[config.mk]
export PLATFORM = sky130hd
export DESIGN_NAME = pcie_ats_inval_sched
export DESIGN_NICKNAME = d
export VERILOG_FILES = /design/src/rtl/pcie_ats_inval_sched.sv
export SDC_FILE = /design/constraint.sdc
export NUM_CORES = 1
export LEC_CHECK = 0
export ABC_AREA = 1
export BUFFER_PORTS_ARGS = -buffer_cell sky130_fd_sc_hd__buf_2
export CAP_MARGIN = 20
export CORE_MARGIN = 2
export CORE_UTILIZATION = 29
export CTS_CLUSTER_SIZE = 16
export DETAILED_ROUTE_END_ITERATION = 12
export PLACE_DENSITY = 0.42
export SLEW_MARGIN = 25
export SYNTH_ARGS = -nofsm -noshare
export SYNTH_HDL_FRONTEND = slang
export SYNTH_SLANG_ARGS = --single-unit
[constraint.sdc]
create_clock -name clk -period 7.4 [get_ports clk]
set_input_delay 0.37 -clock clk [delete_from_list [all_inputs] [get_ports clk]]
set_output_delay 0.37 -clock clk [all_outputs]
set_load 0.02 [all_outputs]
[src/rtl/pcie_ats_inval_sched.sv]
// ATS invalidation scheduler: queues and coalesces invalidation requests, then
// sequences AFU flush, TX completion and TXREQ completion per entry. Optional macro: PCIE_ATS_INVAL_TIMEOUT_EN.
module pcie_ats_inval_sched #(
  parameter int DEPTH       = 8,
  parameter int TIMEOUT_CYC = 4096
) (
  input  logic                     clk,
  input  logic                     rst,
  input  logic                     req_valid,
  output logic                     req_ready,
  input  logic [4:0]               req_itag,
  input  logic [15:0]              req_src_id,
  input  logic [15:0]              req_dst_id,
  input  logic [14:0]              req_func,
  input  logic [2:0]               req_tc,
  output logic                     flush_req,
  output logic [14:0]              flush_func,
  input  logic                     flush_ack,
  output logic                     cpl_tx_valid,
  input  logic                     cpl_tx_ready,
  output logic                     cpl_txreq_valid,
  input  logic                     cpl_txreq_ready,
  output logic [15:0]              cpl_req_id,
  output logic [15:0]              cpl_dst_id,
  output logic [31:0]              cpl_itag_vec,
  output logic [2:0]               cpl_cc,
  output logic [14:0]              cpl_func,
  output logic [2:0]               cpl_tc,
  output logic [$clog2(DEPTH):0]   pending_cnt,
  output logic                     busy,
  output logic                     timeout_err
);
  localparam int AW = $clog2(DEPTH);
  localparam logic [AW:0] PTR_ONE = {{AW{1'b0}}, 1'b1};

  if (DEPTH < 2 || (DEPTH & (DEPTH - 1)) != 0 || TIMEOUT_CYC < 1) begin : g_cfg_check
    $error("pcie_ats_inval_sched: DEPTH must be a power of 2 >= 2 and TIMEOUT_CYC >= 1");
  end

  typedef enum logic [1:0] {IDLE, FLUSH, SEND_TX, SEND_TXREQ} state_t;
  state_t state;

  logic [15:0] src_q  [DEPTH];
  logic [15:0] dst_q  [DEPTH];
  logic [14:0] func_q [DEPTH];
  logic [2:0]  tc_q   [DEPTH];
  logic [31:0] vec_q  [DEPTH];

  logic [AW:0]   head_ptr, tail_ptr;
  logic [AW-1:0] head_idx, tail_idx;
  logic          empty, full, tail_locked, hit, accept, pop, flush_done;
  logic [31:0]   onehot, head_vec;

  assign head_idx    = head_ptr[AW-1:0];
  assign tail_idx    = tail_ptr[AW-1:0] - AW'(1);
  assign empty       = (head_ptr == tail_ptr);
  assign full        = (head_ptr[AW] != tail_ptr[AW]) && (head_ptr[AW-1:0] == tail_ptr[AW-1:0]);
  assign tail_locked = (tail_idx == head_idx) && (state != IDLE);
  assign onehot      = 32'd1 << req_itag;

  assign hit = !empty && !tail_locked &&
               (src_q[tail_idx] == req_src_id) && (dst_q[tail_idx] == req_dst_id) &&
               (func_q[tail_idx] == req_func) && (tc_q[tail_idx] == req_tc) &&
               !vec_q[tail_idx][req_itag];

  assign req_ready   = hit || !full;
  assign accept      = req_valid && req_ready;
  assign pop         = (state == SEND_TXREQ) && cpl_txreq_ready;
  assign pending_cnt = tail_ptr - head_ptr;
  assign busy        = (state != IDLE) || !empty;
  assign cpl_cc      = 3'd2;

  // A coalesce into the head on the same edge it is latched must reach the completion too.
  assign head_vec = vec_q[head_idx] | ((accept && hit && (tail_idx == head_idx)) ? onehot : '0);

  always_ff @(posedge clk or posedge rst) begin
    if (rst) begin
      head_ptr <= '0;
      tail_ptr <= '0;
    end else begin
      if (accept && !hit) tail_ptr <= tail_ptr + PTR_ONE;
      if (pop)            head_ptr <= head_ptr + PTR_ONE;
    end
  end

  always_ff @(posedge clk) begin
    if (accept) begin
      if (hit) begin
        vec_q[tail_idx][req_itag] <= 1'b1;
      end else begin
        src_q[tail_ptr[AW-1:0]]  <= req_src_id;
        dst_q[tail_ptr[AW-1:0]]  <= req_dst_id;
        func_q[tail_ptr[AW-1:0]] <= req_func;
        tc_q[tail_ptr[AW-1:0]]   <= req_tc;
        vec_q[tail_ptr[AW-1:0]]  <= onehot;
      end
    end
  end

`ifdef PCIE_ATS_INVAL_TIMEOUT_EN
  localparam int TW = $clog2(TIMEOUT_CYC) + 1;
  logic [TW-1:0] to_cnt;
  logic          timed_out;

  assign timed_out  = (state == FLUSH) && (to_cnt == TW'(TIMEOUT_CYC - 1));
  assign flush_done = flush_ack || timed_out;

  always_ff @(posedge clk or posedge rst) begin
    if (rst) begin
      to_cnt      <= '0;
      timeout_err <= 1'b0;
    end else begin
      if (state != FLUSH)  to_cnt <= '0;
      else if (!timed_out) to_cnt <= to_cnt + TW'(1);
      if (timed_out && !flush_ack) timeout_err <= 1'b1;
    end
  end
`else
  assign flush_done  = flush_ack;
  assign timeout_err = 1'b0;
`endif

  always_ff @(posedge clk or posedge rst) begin
    if (rst) begin
      state           <= IDLE;
      flush_req       <= 1'b0;
      flush_func      <= '0;
      cpl_tx_valid    <= 1'b0;
      cpl_txreq_valid <= 1'b0;
      cpl_req_id      <= '0;
      cpl_dst_id      <= '0;
      cpl_itag_vec    <= '0;
      cpl_func        <= '0;
      cpl_tc          <= '0;
    end else begin
      unique case (state)
        IDLE: if (!empty) begin
          state        <= FLUSH;
          flush_req    <= 1'b1;
          flush_func   <= func_q[head_idx];
          cpl_req_id   <= dst_q[head_idx];
          cpl_dst_id   <= src_q[head_idx];
          cpl_itag_vec <= head_vec;
          cpl_func     <= func_q[head_idx];
          cpl_tc       <= tc_q[head_idx];
        end
        FLUSH: if (flush_done) begin
          flush_req    <= 1'b0;
          cpl_tx_valid <= 1'b1;
          state        <= SEND_TX;
        end
        SEND_TX: if (cpl_tx_ready) begin
          cpl_tx_valid    <= 1'b0;
          cpl_txreq_valid <= 1'b1;
          state           <= SEND_TXREQ;
        end
        SEND_TXREQ: if (cpl_txreq_ready) begin
          cpl_txreq_valid <= 1'b0;
          state           <= IDLE;
        end
        default: state <= IDLE;
      endcase
    end
  end
endmodule
==> flow_summary.toml, run 1 <==
[worst_hold_path]
min_to = "flush_req"
hold_path_depth = 5
hold_start = "flush_ack"
holdCritPathClass = "in2reg"

[logic_synthesis]
ys_warn_count = 0
ys_ff_latch = 751
async_reset_ff_share_pct = 12.6
synthFlopType = "edfxtp_1"
ys_top_cells_by_area = "edfxtp_1, nand2_1, dfrtp_1"
avgSynthCellArea_sq_um = 8.41
synth_cells = 4745
ys_types = 45
yosysSeqAreaShare_pct = 55.3
syn_area_sq_um = 39900
yosys.area.top_type_share_pct = 49.3
synth_enable_flop_cells = 656
yosys.area.top_type = "edfxtp_1"

[critical_path]
rrSetupSlack_ps = 1270
reg2reg_from = "tail_ptr[0]"
cp.required_ps = 7780
cp-end-kind = "flop"
cp-start-kind = "flop"
r2r_cells = 21
cp_max_fo = 88
crit_type = "reg2reg"
regToRegEndpoint = "vec_q[2][27]"
cp_data_arrival_time_ps = 6510

[cts]
clock_path_buffers = 3
cts.htree.levels = 3
cts_root_buffer = "clkbuf_16"
cts_inserted_buffers = 93
clock_latency_ps = 700
cts_sinks = 751
cts_setup_buffers = 0
path_clk_slew_ps = 60
cts_hold_buf = 50
cts_tree = "yes"
cts_resized = 0

[global_routing]
grt_overflow = 0
antenna_found_initial = 7
grtUsageTotal_pct = 20.3
grt_pass1_wl_um = 214000
grt_max_degree = 205
grt_pass1_vias = 31800

[place]
placement.cell_area_sq_um = 42100
gp_congestion = 0.772
dpl.hpwl_um = 82300
place_inst = 6439
io_buffers = 166
pre_cts_ws_ps = 1180

[floorplanning]
dieHeight_um = 375
boundaryPins = 171
start_util_pct = 29.1
placementRows = 136
coreArea_sq_um = 137000
dieArea_sq_um = 141000
die_w_um = 375

[pwr]
p_seq_share_pct = 27.3
p_sw_mw = 10.8
pwr-share-clk_pct = 21.4
ir_drop_mv = 0.338
power.density_nw_per_um2 = 485
power_leakage_nw = 18.7
pwr-share-comb_pct = 51.3
p_int_mw = 11.4
p_sw_share_pct = 48.6

[cells_and_area]
layout_common_cells = "nand2_1, edfxtp_1, nor2_1"
final_area_sq_um = 45800
area_delta_synth_final_pct = 14.7
drive_above_1_share_pct = 10.2
finalNonFillerCells = 6665
finish.utilization_pct = 33.4
nNetsFinal = 4863
final_common_cell = "nand2_1"

[timing]
timing.final.crit_period_ps = 6130
min_period_over_period_pct = 82.9
postLayoutSetupSlackWorst_ps = 1270
slew_violations = 0
slew_headroom_pct = 23.5
rsz0062_at_grt = "no"
timing.final.hold_violations = 0
setup_tns_ps = 0
tightestPinTransition_ps = 1150
fmax_ghz = 0.163
setup_viol = 0
skew_ps = 35.5

[routing]
drt-total-wl_um = 146000
routedWlPerCell_um = 21.9
drtIter0Drc = 2661
ant_nets = 0
viasPerCell = 4.95
drcViolationCount = 0
firstDrtPassIters = 5
via_count = 33000

[status]
outcome = "finished, final reports clean"

[job]
cap_violations = 0
-- cell families after synthesis --
logic type,after synthesis,synth area share [%]
and+or+nand+nor,2237,23.5
AOI/OAI and AO/OA,869,11.5
buffers and inverters,866,9.11
DFF,751,55.3
adders and majority gates,12,0.395
xor gates and xnor gates,8,0.176
other,2,0.0188
-- worst max-delay path by stage --
stage	start	end	slack, ps	depth (start not counted)
6_report	tail_ptr[0]	vec_q[2][27]	1270	21
5_1_grt	tail_ptr[0]	vec_q[2][28]	900	21
4_1_cts	tail_ptr[0]	vec_q[2][27]	1140	21
3_5_place_dp	tail_ptr[0]	vec_q[2][14]	1180	21
3_3_place_gp	tail_ptr[0]	vec_q[2][30]	1240	21
2_1_floorplan	tail_ptr[0]	dst_q[7][0]	2170	20
-- critical path, stage by stage (launching register included) --
cell and delay [ps]:
dfrtp_4 630, inv_8 530, ha_4 380, inv_6 610
buf_4 370, nor2_1 80, o21ai_1 70, nand3_1 110
nand2_1 100, nand2_1 50, nand2_1 50, nand2_1 50
nor2_1 290, nand3_1 200, nor2_2 290, nand3_4 200
nand2_4 210, nand2_1 90, nand2_2 210, nand3_2 640
buf_4 450, nor2_1 120
-- registers in the layout, summed over array words and instances, names as in the netlist, 15 cells and up --
signal	count
vec_q	256
dst_q	128
src_q	128
func_q	120
cpl_itag_vec	32
tc_q	24
cpl_dst_id	16
cpl_req_id	16
cpl_func	15
-- synthesized netlist by cell type (3+ instances only) --
master,instances
nand2_4,3
o2111ai_1,5
nand3b_1,22
a221oi_1,9
o221ai_1,10
nor3_1,3
inv_2,30
a211oi_1,4
ha_1,11
buf_2,111
o21ai_1,13
o21ai_0,421
o211ai_1,34
buf_6,17
inv_1,502
nand3_1,474
clkbuf_1,151
xor2_1,5
nor2_1,582
nand4_1,13
buf_1,20
nand2_2,5
a21oi_1,341
nor2_2,43
a31oi_1,16
dfrtp_1,95
xnor2_1,3
nand3_4,7
a311oi_1,10
edfxtp_1,656
nand2_1,1081
buf_4,31
-- through the flow --
stage	total power, mW	hold WS (ps)
floorplan	13.6	462
detailed placement	17.6	463
global route	23.8	32.6
CTS	22.5	4.16
global placement	17.6	458
finish	22.2	63.6
-- layer usage --
metal  vias to the layer above  part of all wire (%)  global-route usage (%)
met5                         -                 0.033                       0
met4                         8                   2.2                    5.51
met3                       198                   4.7                    2.40
met2                       863                    48                    34.7
met1                     16100                    45                    27.2
li1                      15800                     -                       -
-- power by group through the flow --
stage	registers (mW)	clock network, mW	logic, mW
floorplan	6.28	0	7.28
global placement	6.14	0	11.5
detailed placement	6.15	0	11.5
CTS	6.07	4.87	11.5
global route	6.16	5.02	12.6
finish	6.07	4.75	11.4
-- layout make-up --
| cell class | count | area [sq um] |
|---|---|---|
| timing repair buffer | 278 | 1920 |
| multi-input combinational | 3130 | 14300 |
| clock inverter | 43 | 444 |
| sequential | 751 | 22100 |
| antenna | 1 | 2.50 |
| clock buffer | 132 | 2720 |
| tap | 1794 | 2240 |
| fill | 14300 | 91200 |
| inverter | 536 | 2040 |
Note: power is estimated with default switching activity, not from simulation.
==> run 2: changes to the inputs <==
==> constraint.sdc (replaced) <==
create_clock -name clk -period 6.15 [get_ports clk]
set_input_delay 0.3075 -clock clk [delete_from_list [all_inputs] [get_ports clk]]
set_output_delay 0.3075 -clock clk [all_outputs]
set_load 0.02 [all_outputs]
==> flow_summary.toml, run 2 (same netlist as run 1, synthesis figures left out) <==
[status]
outcome = "finished, final reports clean"

[critical_path]
crit_type = "reg2reg"
crit_top_cell = "nand2_1"
cp-end-kind = "flop"
cp.required_ps = 6540
slowest_delay_ps = 630
crit_chain = "inv_8 > ha_4 > inv_6 > buf_12 > nand3_1 > nand3_1 > nand2_1 > nand2_1 > nand2_1 > inv_1 > nand2_1 > nor2_1 > nand3_1 > nor2_2 > nand3_4 > nand2_4 > nand2_1 > nand2_2 > nand3_4 > nor2_1"
rrSetupSlack_ps = 980
path_delay_family = "simple AND/OR/NAND/NOR gates"
cp-start-kind = "flop"
cp_max_fo = 46
cp_data_arrival_time_ps = 5560
cp.depth = 20
r2r_cells = 20
cp_slowest_cell = "nand3_4"
reg2reg_from = "tail_ptr[0]"
regToRegEndpoint = "vec_q[4][17]"
crit_buf_inv = 4

[cells_and_area]
nFillCells = 14300
layout_common_cells = "nand2_1, edfxtp_1, nor2_1"
largest_reg_flops = 256
nNetsFinal = 4871
area_delta_synth_final_pct = 14.9
largest_register = "vec_q"
seqCellArea_sq_um = 22100
multiInputGateArea_sq_um = 14300
final_common_cell = "nand2_1"
finish.utilization_pct = 33.5
drive_above_1_share_pct = 9.92

[routing]
firstDrtPassIters = 7
viasPerCell = 4.95
ant_nets = 0
drtIter0Drc = 3009
via_count = 33000
drt-total-wl_um = 146000
routedWlPerCell_um = 21.8
drcViolationCount = 0

[cts]
cts_sinks = 751
cts_root_buffer = "clkbuf_16"
cts_tree = "yes"
clock_latency_ps = 720
clock_path_buffers = 3
path_clk_slew_ps = 60
cts_setup_buffers = 0
cts_inserted_buffers = 94
cts.htree.levels = 3
cts_resized = 0

[place]
io_buffers = 166
dpl.hpwl_um = 80000
gp_congestion = 0.769
pre_cts_ws_ps = 913

[timing]
skew_ps = 29.6
timing.final.hold_violations = 0
tightestPinTransition_ps = 1090
whs_ps = 250
rsz0062_at_grt = "no"
setup_viol = 0
min_period_over_period_pct = 84.0
timing.final.crit_period_ps = 5170
slew_headroom_pct = 27.1
setup_tns_ps = 0
slew_violations = 0
fmax_ghz = 0.194
postLayoutSetupSlackWorst_ps = 984

[pwr]
ir_drop_mv = 0.558
finalPower_mw = 26.8
p_sw_mw = 13.0
pwr-share-comb_pct = 51.9
p_int_mw = 13.7
pwr-share-clk_pct = 20.8
power_leakage_nw = 18.8
p_seq_share_pct = 27.2
power.density_nw_per_um2 = 584
p_sw_share_pct = 48.7

[global_routing]
grt_pass1_wl_um = 213000
grtUsageTotal_pct = 20.4
antenna_found_initial = 8
grt_overflow = 0
grt_pass1_vias = 31900
grt_max_degree = 184

[floorplanning]
dieHeight_um = 375
placementRows = 136
start_util_pct = 29.1
coreArea_sq_um = 137000
boundaryPins = 171
dieArea_sq_um = 141000
die_w_um = 375

[worst_hold_path]
holdCritPathClass = "in2async"

[job]
cap_violations = 0
run 2: worst max-delay path by stage:
stage / slack [ps] / from / end
2_1_floorplan: 920 / tail_ptr[0] / dst_q[7][0]
3_3_place_gp: 990 / tail_ptr[0] / vec_q[4][17]
3_5_place_dp: 910 / tail_ptr[0] / vec_q[4][8]
4_1_cts: 860 / tail_ptr[0] / vec_q[4][17]
5_1_grt: 710 / tail_ptr[1] / vec_q[4][31]
6_report: 980 / tail_ptr[0] / vec_q[4][17]
run 2: cell type report:
class                      instances  area share, %
antenna                            3         0.0164
tap                             1794           4.89
timing repair buffer             285           4.61
multi-input combinational       3130           31.2
clock inverter                    41          0.966
clock buffer                     136           5.67
inverter                         536           4.46
sequential                       751           48.2
run 2: repair_timing:
action / CTS / global route
setup endpoints to repair: 0 / 0
hold buffers: 54 / 0
hold endpoints to repair: 457 / 0
run 2: through the flow:
| step | cells | area (sq um) |
|---|---|---|
| 3_3_place_gp | 6442 | 42300 |
| 6_report | 6676 | 45900 |
| 5_1_grt | 6675 | 45900 |
| 2_1_floorplan | 4747 | 39900 |
| 3_5_place_dp | 6442 | 42300 |
| 4_1_cts | 6673 | 45900 |
run 2: worst min-delay path, cell delays in order:
cell           delay [ps]
dlygate4sd3_1         530
buf_2                 140
inv_6                 470
run 2: per-layer routing:
metal	vias to the layer above	global-route usage [%]	wire length, um
li1	15800	-	-
met1	16100	27.4	65500
met2	888	34.0	69100
met3	226	2.88	6960
met4	8	5.89	4160
met5	-	0	50
run 2: power by group through the flow:
| stage | logic, mW | clock network (mW) | registers (mW) |
|---|---|---|---|
| 6_report | 13.9 | 5.59 | 7.29 |
| 4_1_cts | 14.0 | 5.72 | 7.31 |
| 3_5_place_dp | 14.0 | 0 | 7.40 |
| 5_1_grt | 15.4 | 5.90 | 7.41 |
| 3_3_place_gp | 14.0 | 0 | 7.40 |
| 2_1_floorplan | 8.76 | 0 | 7.56 |
